## src/rtl/spi_xfer_sequencer_pkg.sv

```systemverilog
// ============================================================================
// Module   : spi_xfer_sequencer_pkg
// Contents : Register map, bit positions and FSM encoding for the sequencer
// Revision : 1.0 - initial release
// ============================================================================
`default_nettype none

package spi_xfer_sequencer_pkg;

    localparam logic [7:0] c_adr_spcr = 8'h00;
    localparam logic [7:0] c_adr_spsr = 8'h01;
    localparam logic [7:0] c_adr_spdr = 8'h02;
    localparam logic [7:0] c_adr_sper = 8'h03;

    localparam int c_spcr_spe_bit     = 6;
    localparam int c_spcr_mstr_bit    = 4;
    localparam int c_spsr_rfempty_bit = 0;

    typedef enum logic [3:0] {
        ST_CFG_SPCR = 4'd0,
        ST_CFG_SPER = 4'd1,
        ST_IDLE     = 4'd2,
        ST_WR_DR    = 4'd3,
        ST_POLL     = 4'd4,
        ST_RD_DR    = 4'd5,
        ST_RESP     = 4'd6,
        ST_ERR      = 4'd7,
        ST_ERR_RESP = 4'd8
    } seq_state_t;

    // SPE and MSTR are always set; the rest comes from the rate/mode parameters.
    function automatic logic [7:0] spcr_cfg(input logic cpol, input logic cpha,
                                            input logic [1:0] spr);
        return {1'b0, 1'b1, 1'b0, 1'b1, cpol, cpha, spr};
    endfunction

endpackage

`default_nettype wire

```

## src/rtl/spi_xfer_sequencer_wb_access.sv

```systemverilog
// ============================================================================
// Module   : spi_wb_access
// Contents : Single-access Wishbone master; holds the request until ack and
//            leaves the bus idle for at least one cycle afterwards.
// Revision : 1.0 - initial release
// ============================================================================
`default_nettype none

module spi_wb_access (
    input  logic       clk,
    input  logic       rst_n,
    input  logic       i_start,
    input  logic       i_we,
    input  logic [7:0] i_adr,
    input  logic [7:0] i_wdata,
    output logic       o_busy,
    output logic       o_done,
    output logic [7:0] o_rdata,
    output logic       o_wb_cyc,
    output logic       o_wb_stb,
    output logic       o_wb_we,
    output logic [7:0] o_wb_adr,
    output logic [7:0] o_wb_dat,
    input  logic [7:0] i_wb_dat,
    input  logic       i_wb_ack
);

    logic       r_cyc;
    logic       r_we;
    logic [7:0] r_adr;
    logic [7:0] r_dat;
    logic       r_done;
    logic [7:0] r_rdata;

    always_ff @(posedge clk or negedge rst_n) begin
        if (!rst_n) begin
            r_cyc   <= 1'b0;
            r_we    <= 1'b0;
            r_adr   <= 8'h00;
            r_dat   <= 8'h00;
            r_done  <= 1'b0;
            r_rdata <= 8'h00;
        end else begin
            r_done <= 1'b0;
            if (r_cyc) begin
                if (i_wb_ack) begin
                    r_cyc   <= 1'b0;
                    r_we    <= 1'b0;
                    r_adr   <= 8'h00;
                    r_dat   <= 8'h00;
                    r_rdata <= i_wb_dat;
                    r_done  <= 1'b1;
                end
            end else if (i_start && !r_done) begin
                // The done cycle doubles as the mandatory idle cycle.
                r_cyc <= 1'b1;
                r_we  <= i_we;
                r_adr <= i_adr;
                r_dat <= i_we ? i_wdata : 8'h00;
            end
        end
    end

    assign o_busy   = r_cyc;
    assign o_done   = r_done;
    assign o_rdata  = r_rdata;
    assign o_wb_cyc = r_cyc;
    assign o_wb_stb = r_cyc;
    assign o_wb_we  = r_we;
    assign o_wb_adr = r_adr;
    assign o_wb_dat = r_dat;

endmodule

`default_nettype wire

```

## src/rtl/spi_xfer_sequencer.sv

```systemverilog
// ============================================================================
// Module   : spi_xfer_sequencer
// Contents : Runs byte transfers on simple_spi_top over Wishbone for a
//            valid/ready command stream, with slave-select framing.
// Revision : 1.0 - initial release
// ============================================================================
`default_nettype none

module spi_xfer_sequencer
    import spi_xfer_sequencer_pkg::*;
#(
    parameter logic [1:0] SPR        = 2'b00,
    parameter logic [1:0] ESPR       = 2'b00,
    parameter logic       CPOL       = 1'b0,
    parameter logic       CPHA       = 1'b0,
    parameter int         POLL_LIMIT = 255
) (
    input  logic       clk_i,
    input  logic       rst_i,
    input  logic       cmd_valid_i,
    output logic       cmd_ready_o,
    input  logic [7:0] cmd_data_i,
    input  logic       cmd_last_i,
    output logic       rsp_valid_o,
    input  logic       rsp_ready_i,
    output logic [7:0] rsp_data_o,
    output logic       rsp_err_o,
    output logic       ss_n_o,
    output logic       busy_o,
    output logic       wb_cyc_o,
    output logic       wb_stb_o,
    output logic       wb_we_o,
    output logic [7:0] wb_adr_o,
    output logic [7:0] wb_dat_o,
    input  logic [7:0] wb_dat_i,
    input  logic       wb_ack_i
);

    localparam logic [7:0] c_cfg        = spcr_cfg(CPOL, CPHA, SPR);
    localparam logic [7:0] c_poll_limit = 8'(POLL_LIMIT);

    seq_state_t r_state, w_next;
    logic [7:0] r_data;
    logic       r_last;
    logic [7:0] r_poll_cnt;
    logic [7:0] r_rsp_data;
    logic       r_ss_n;

    logic       w_access;
    logic       w_we;
    logic [7:0] w_adr;
    logic [7:0] w_wdata;
    logic       w_start;
    logic       w_wb_busy;
    logic       w_done;
    logic [7:0] w_rdata;
    logic [7:0] w_poll_inc;

    assign w_poll_inc = r_poll_cnt + 8'd1;
    assign w_start    = w_access && !w_wb_busy && !w_done;

    always_comb begin
        w_next   = r_state;
        w_access = 1'b0;
        w_we     = 1'b0;
        w_adr    = c_adr_spcr;
        w_wdata  = 8'h00;
        unique case (r_state)
            ST_CFG_SPCR: begin
                w_access = 1'b1;
                w_we     = 1'b1;
                w_wdata  = c_cfg;
                if (w_done) w_next = ST_CFG_SPER;
            end
            ST_CFG_SPER: begin
                w_access = 1'b1;
                w_we     = 1'b1;
                w_adr    = c_adr_sper;
                w_wdata  = {6'b0, ESPR};
                if (w_done) w_next = ST_IDLE;
            end
            ST_IDLE: begin
                if (cmd_valid_i) w_next = ST_WR_DR;
            end
            ST_WR_DR: begin
                w_access = 1'b1;
                w_we     = 1'b1;
                w_adr    = c_adr_spdr;
                w_wdata  = r_data;
                if (w_done) w_next = ST_POLL;
            end
            ST_POLL: begin
                w_access = 1'b1;
                w_adr    = c_adr_spsr;
                // A non-empty FIFO takes priority over the poll limit.
                if (w_done) begin
                    if (!w_rdata[c_spsr_rfempty_bit]) w_next = ST_RD_DR;
                    else if (w_poll_inc == c_poll_limit) w_next = ST_ERR;
                end
            end
            ST_RD_DR: begin
                w_access = 1'b1;
                w_adr    = c_adr_spdr;
                if (w_done) w_next = ST_RESP;
            end
            ST_RESP: begin
                if (rsp_ready_i) w_next = ST_IDLE;
            end
            ST_ERR: begin
                w_access = 1'b1;
                w_we     = 1'b1;
                if (w_done) w_next = ST_ERR_RESP;
            end
            ST_ERR_RESP: begin
                if (rsp_ready_i) w_next = ST_CFG_SPCR;
            end
            default: w_next = ST_CFG_SPCR;
        endcase
    end

    always_ff @(posedge clk_i or negedge rst_i) begin
        if (!rst_i) begin
            r_state    <= ST_CFG_SPCR;
            r_data     <= 8'h00;
            r_last     <= 1'b0;
            r_poll_cnt <= 8'h00;
            r_rsp_data <= 8'h00;
            r_ss_n     <= 1'b1;
        end else begin
            r_state <= w_next;
            case (r_state)
                ST_IDLE: if (cmd_valid_i) begin
                    r_data     <= cmd_data_i;
                    r_last     <= cmd_last_i;
                    r_ss_n     <= 1'b0;
                    r_poll_cnt <= 8'h00;
                end
                ST_POLL:  if (w_done && w_rdata[c_spsr_rfempty_bit]) r_poll_cnt <= w_poll_inc;
                ST_RD_DR: if (w_done) r_rsp_data <= w_rdata;
                ST_RESP:  if (rsp_ready_i && r_last) r_ss_n <= 1'b1;
                ST_ERR: if (w_done) begin
                    r_rsp_data <= 8'h00;
                    r_ss_n     <= 1'b1;
                end
                default: ;
            endcase
        end
    end

    assign cmd_ready_o = (r_state == ST_IDLE);
    assign busy_o      = (r_state != ST_IDLE);
    assign rsp_valid_o = (r_state == ST_RESP) || (r_state == ST_ERR_RESP);
    assign rsp_err_o   = (r_state == ST_ERR_RESP);
    assign rsp_data_o  = r_rsp_data;
    assign ss_n_o      = r_ss_n;

    spi_wb_access u_wb_access (
        .clk      (clk_i),
        .rst_n    (rst_i),
        .i_start  (w_start),
        .i_we     (w_we),
        .i_adr    (w_adr),
        .i_wdata  (w_wdata),
        .o_busy   (w_wb_busy),
        .o_done   (w_done),
        .o_rdata  (w_rdata),
        .o_wb_cyc (wb_cyc_o),
        .o_wb_stb (wb_stb_o),
        .o_wb_we  (wb_we_o),
        .o_wb_adr (wb_adr_o),
        .o_wb_dat (wb_dat_o),
        .i_wb_dat (wb_dat_i),
        .i_wb_ack (wb_ack_i)
    );

endmodule

`default_nettype wire

```

## config.mk

```make
export PLATFORM = sky130hd
export DESIGN_NAME = spi_xfer_sequencer
export DESIGN_NICKNAME = d
export VERILOG_FILES = /design/src/rtl/spi_xfer_sequencer_pkg.sv /design/src/rtl/spi_xfer_sequencer_wb_access.sv /design/src/rtl/spi_xfer_sequencer.sv
export SDC_FILE = /design/constraint.sdc
export NUM_CORES = 1
export LEC_CHECK = 0
export CAP_MARGIN = 0
export CORE_MARGIN = 3
export CORE_UTILIZATION = 54
export DETAILED_ROUTE_END_ITERATION = 7
export GPL_TIMING_DRIVEN = 0
export PLACE_DENSITY = 0.87
export SKIP_LAST_GASP = 1
export SYNTH_ARGS = -nofsm -noshare
export SYNTH_HDL_FRONTEND = slang
export SYNTH_SLANG_ARGS = --single-unit
```

## constraint.sdc

```tcl
create_clock -name clk_i -period 2.6 [get_ports clk_i]
set_input_delay 0.65 -clock clk_i [delete_from_list [all_inputs] [get_ports clk_i]]
set_output_delay 0.65 -clock clk_i [all_outputs]
set_load 0.02 [all_outputs]
```

After elaboration in Yosys (flattened, before gate mapping):

Cells that the tools add are included.

* reduce and logical (&&, ||, !) cells: 23
* muxes and demuxes: 40
* add/sub/neg operators: 1
* equal/unequal tests: 23

Operators with widths (number)
* $mux W8: 10
* $pmux W8 S2: 3
* $mux W4: 11
* $pmux W4 S9: 1
* $eq A4 B3 Y1 const B: 4
* $mux W1: 13
* $ne A2 B1 Y1 const B: 6
* $ne A2 B2 Y1 const B: 6
* $reduce_and A10 Y1: 1
* $add A8 B1 Y8 const B: 1
* $eq A4 B2 Y1 const B: 2
* $eq A8 B8 Y1 const B: 1
* $pmux W2 S3: 1
* $reduce_and A2 Y1: 3
* $reduce_and A3 Y1: 2
* $reduce_bool A2 Y1: 3
* $reduce_or A6 Y1: 1
* $logic_and A1 B1 Y1: 5
* $eq A4 B1 Y1 const B: 1
* $eq A4 B4 Y1 const B: 1
* $logic_not A4 Y1: 1
* $ne A4 B2 Y1 const B: 1
* $reduce_and A4 Y1: 1
* $reduce_or A4 Y1: 1
* other kinds (6): 7

* output and inout port bits: 32
* flip-flop bits (word level): 57
* input bits: 22
* logic and storage cells: 99

Longest topological paths before layout:

* word-level depth: 8
* gate-level depth with buffers: 7
* mapped depth without buffers: 6

Modules after synthesis:

From an unflattened synthesis, not the netlist that was laid out.

* cell total of the unflattened synthesis: 263
* area, all modules: 2663.8 µm²

By module, submodules not included
* spi_xfer_sequencer: area an instance 1627.8 µm², times used 1, cells each 181
* spi_wb_access: area an instance 1036.0 µm², times used 1, cells each 82

Worst setup path before layout:

OpenSTA, ideal clock, no wires.

* path kind: register to output
* from: register r_state[0]
* to: output port rsp_err_o
* data arrival time: 1.253 ns
* stages on the path, launching flop included: 4
* data required time: 1.950 ns
* path slack: 0.697 ns
* cells stage by stage: dfrtp_1 > buf_2 > buf_1 > nor3_1

* longest elaborated chain between the ends: 1

RTL lines
* from (decl): RTL line spi_xfer_sequencer.sv:42 `seq_state_t r_state, w_next;`
* from (signal assigned): RTL line spi_xfer_sequencer.sv:130 `r_state <= w_next;`
* $eq A4 B4 Y1: RTL line spi_xfer_sequencer.sv:153 `assign rsp_err_o = (r_state == ST_ERR_RESP);`
* to (decl): RTL line spi_xfer_sequencer.sv:27 `output logic rsp_err_o,`

No other way between the ends.

Worst setup path in the final report:

* from: register r_state[3]
* to: output port cmd_ready_o

* longest elaborated chain between the ends: 1

RTL lines
* $eq A4 B2 Y1: RTL line spi_xfer_sequencer.sv:150 `assign cmd_ready_o = (r_state == ST_IDLE);`
* to (decl): RTL line spi_xfer_sequencer.sv:21 `output logic cmd_ready_o,`

No other way between the ends.

==> metrics.md <==
| Metric | Value |
|---|---|
| Antenna Nets Post-Route | 0 |
| Layout cells sized above 1 | approximately 16% |
| Area after DPL | a little over 0.003 mm^2 |
| Drt first-iter violations | approximately 240 |
| Most frequent cell after synthesis | dfrtp_1 |
| Drt via density | 5.671 |
| Hold_ws | between 200 and 300 ps |
| Max-cap violations | 0 |
| Via Count | 2070 |
| All-Layer GR Usage | 22.30% |
| PD cells | 1063 mW/mm^2 |
| Clock-pin slew on the worst setup and hold paths | about 90 ps |
| Cells along the critical path | buf_2 > nor2_4 > nand2_1 > inv_1 > clkdlybuf4s50_1 |
| Post CTS Setup Buffer Count | 0 |
| Clk_lat worst skew | between 300 and 400 ps |
| CTS buffer count | 5 |
| RSZ-0062 raised after global routing | yes |
| Final Hold Viols | 0 |
| Initial core utilization | a little under three fifths |
| Drt drc | 0 |
| Vias in the first global route | ~1.9k |
| GRT overflow | 0 |
| Crit start category | flop |
| Initial antenna violation count | 0 |
| TritonCTS Sinks | 51 |
| DRT Pass-1 Iters | 4 |
| Hpwl dp | between 3 and 4 mm |
| Synthesized area per cell | between 9 and 10 um^2 |
| Synth unique cells | 47 |
| CP endpoint kind | output pin |
| I/O Buffers | between 40 and 50 |
| Cell Area, Synth | ~0.0025 mm^2 |
| Worst-margin pin slew | ~560 ps |
| Pleak | 1.393 nW |
| Slew margin rel. | between 60 and 70% |
| Largest stage delay on the critical path | about 600 ps |
| Final Skew | roughly 5.3 ps |
| CTS max path bufs | 2 |
| Crit path arrival time | between 1500 and 2000 ps |
| CTS tree | yes |
| Critical path fanouts, max | 10 |
| Core box area | ~0.0044 mm^2 |
| Synth top area cells | dfrtp_1 (50%), mux2_2 (7.7%), nand2_1 (6.0%) |
| H-tree levels | 2 |
| Gpl congestion | between 0.8 and 0.9 |
| EDFF count, synth | 0 |
| Cell area after layout | between 0.003 and 0.004 mm^2 |
| Post-Synthesis Cells | 252 |
| Worst vdd ir | between 0.7 and 0.8 mV |
| Die area | around 0.0055 mm^2 |
| Setup violators final | 0 |
| YS warnings | 0 |
| Yosys reg bits | 51 |
| Post-layout minimum cycle time | around 2500 ps |
| Syn-to-layout area delta | 28.69% |
| Fmax | a little under 400 MHz |
| Final WL | between 5 and 6 mm |
| Sequential area share after synthesis | about half |
| Final Slew Violations | 0 |
| # IOs | 54 |
| Die H | about 74 um |
| Asr flop ratio synth | between 90% and 100% |
| First-pass GRT wire length | roughly 9.2 mm |
| Worst EP required | between 1500 and 2000 ps |
| Hold WC Path Type | input port to async pin |
| Nets@finish | around 340 |
| Critical path type | flop to output pin |
| Die W | 73.85 um |
| Top cell type by total area after synthesis | dfrtp_1 |
| Fin crit share | between 90% and 100% |
| Clock root buffer master | clkbuf_8 |
| Dominant synthesized flop cell | dfrtp_1 |
| Wirelength per Cell | 15.15 um |
| Slowest CP cell | clkdlybuf4s50_1 |
| Commonest cells post-synth | dfrtp_1 (50), nand2_1 (40), o21ai_0 (30), mux2_2 (17) |
| N_diodes | 0 |
| # rows | 24 |
| Area fraction of the dominant cell type after synthesis | about half |
| Status | finished, final reports clean |
| Largest net degree at the start of global routing | 33 |
-- worst max-delay path: cells and delay by family, from the launching register on --
family,cells,cell delay (ps)
DFF,1,420
buffers and inverters,3,870
and+or+nand+nor,2,270
-- placed cells by master (no fill, tap or decap), types with 7 or more instances in the layout --
| cell | netlist | layout |
|---|---|---|
| a21oi_1 | 10 | 10 |
| buf_4 | 7 | 7 |
| clkbuf_1 | 7 | 7 |
| clkdlybuf4s50_1 | 0 | 44 |
| dfrtp_1 | 50 | 49 |
| mux2_2 | 17 | 17 |
| nand2_1 | 40 | 40 |
| nand3_1 | 12 | 12 |
| nor2_1 | 12 | 11 |
| o21ai_0 | 30 | 30 |
-- routing by layer --
layer	global-route usage (%)	wire length (um)
met1	29.98	2364
met2	35.73	2772
met4	8.451	87
met3	4.241	302
met5	0	0
-- logic make-up after synthesis --
group	Yosys count	share of synthesized area [%]
mux	17	7.700
buf+inv	29	5.939
other cells	1	0.1508
fa+ha+maj	2	1.006
compound gates	59	14.59
xor+xnor	1	0.3524
simple gates	92	18.87
flops	51	51.38
-- power by group --
group | switching (mW) | leakage [nW] | internal, mW
combinational | 0.797 | 0.677 | 0.661
clock | 0.261 | 0.0654 | 0.384
sequential | 0.215 | 0.651 | 1.08
total | 1.27 | 1.39 | 2.13
-- path summary, 6_finish.rpt --
kind                                                start                             endpoint  slack [ps]  depth (start not counted)
worst max register to register     r_state[1]$_DFFE_PN0P_  u_wb_access.o_wb_dat[3]$_DFFE_PN0P_         610                          6
max in group asynchronous                           rst_i                r_data[0]$_DFFE_PN0P_        1790                          2
worst min-delay path                                rst_i            r_poll_cnt[5]$_DFFE_PN0P_         290                          1
min in group clk_i              rsp_data_o[7]$_DFFE_PN0P_            rsp_data_o[7]$_DFFE_PN0P_         480                          2
worst min register to register  rsp_data_o[7]$_DFFE_PN0P_            rsp_data_o[7]$_DFFE_PN0P_         480                          2
worst max-delay path               r_state[3]$_DFFE_PN0P_                          cmd_ready_o          70                          5
-- through the flow --
stage	setup slack, ps	instances	util, %	power (mW)	TNS [ps]
after floorplan	697.2	257	-	2.190	0
after global placement	-590.7	356	68.88	2.690	-29430
after CTS	-27.69	365	72.25	3.398	-27.69
after global routing	-35.62	365	72.48	3.614	-35.62
after detailed placement	146.5	357	69.22	2.749	0
final	69.84	365	72.48	3.401	0
-- repair_timing --
action,4_1_cts,5_1_grt
endpoints found under the setup margin,4,3
resized for setup,4,5
hold buffers,0,0
-- cell type report --
| type | instances | area [um^2] |
|---|---|---|
| Clock buffer | 6 | 72.57 |
| Buffer | 21 | 121.4 |
| Timing Repair Buffer | 48 | 483.0 |
| Tap cell | 52 | 65.06 |
| Multi-Input combinational cell | 177 | 1089 |
| Inverter | 8 | 30.03 |
| Fill cell | 296 | 1215 |
| Sequential cell | 51 | 1279 |
| Clock inverter | 2 | 60.06 |
-- sequential cells by signal, summed over array words and instances (netlist names), 2 cells and up --
name	cells
r_data	8
r_poll_cnt	8
rsp_data_o	8
u_wb_access.o_rdata	8
u_wb_access.o_wb_dat	8
r_state	4
u_wb_access.o_wb_adr	2
No activity file was read; power rests on OpenSTA's default activity.
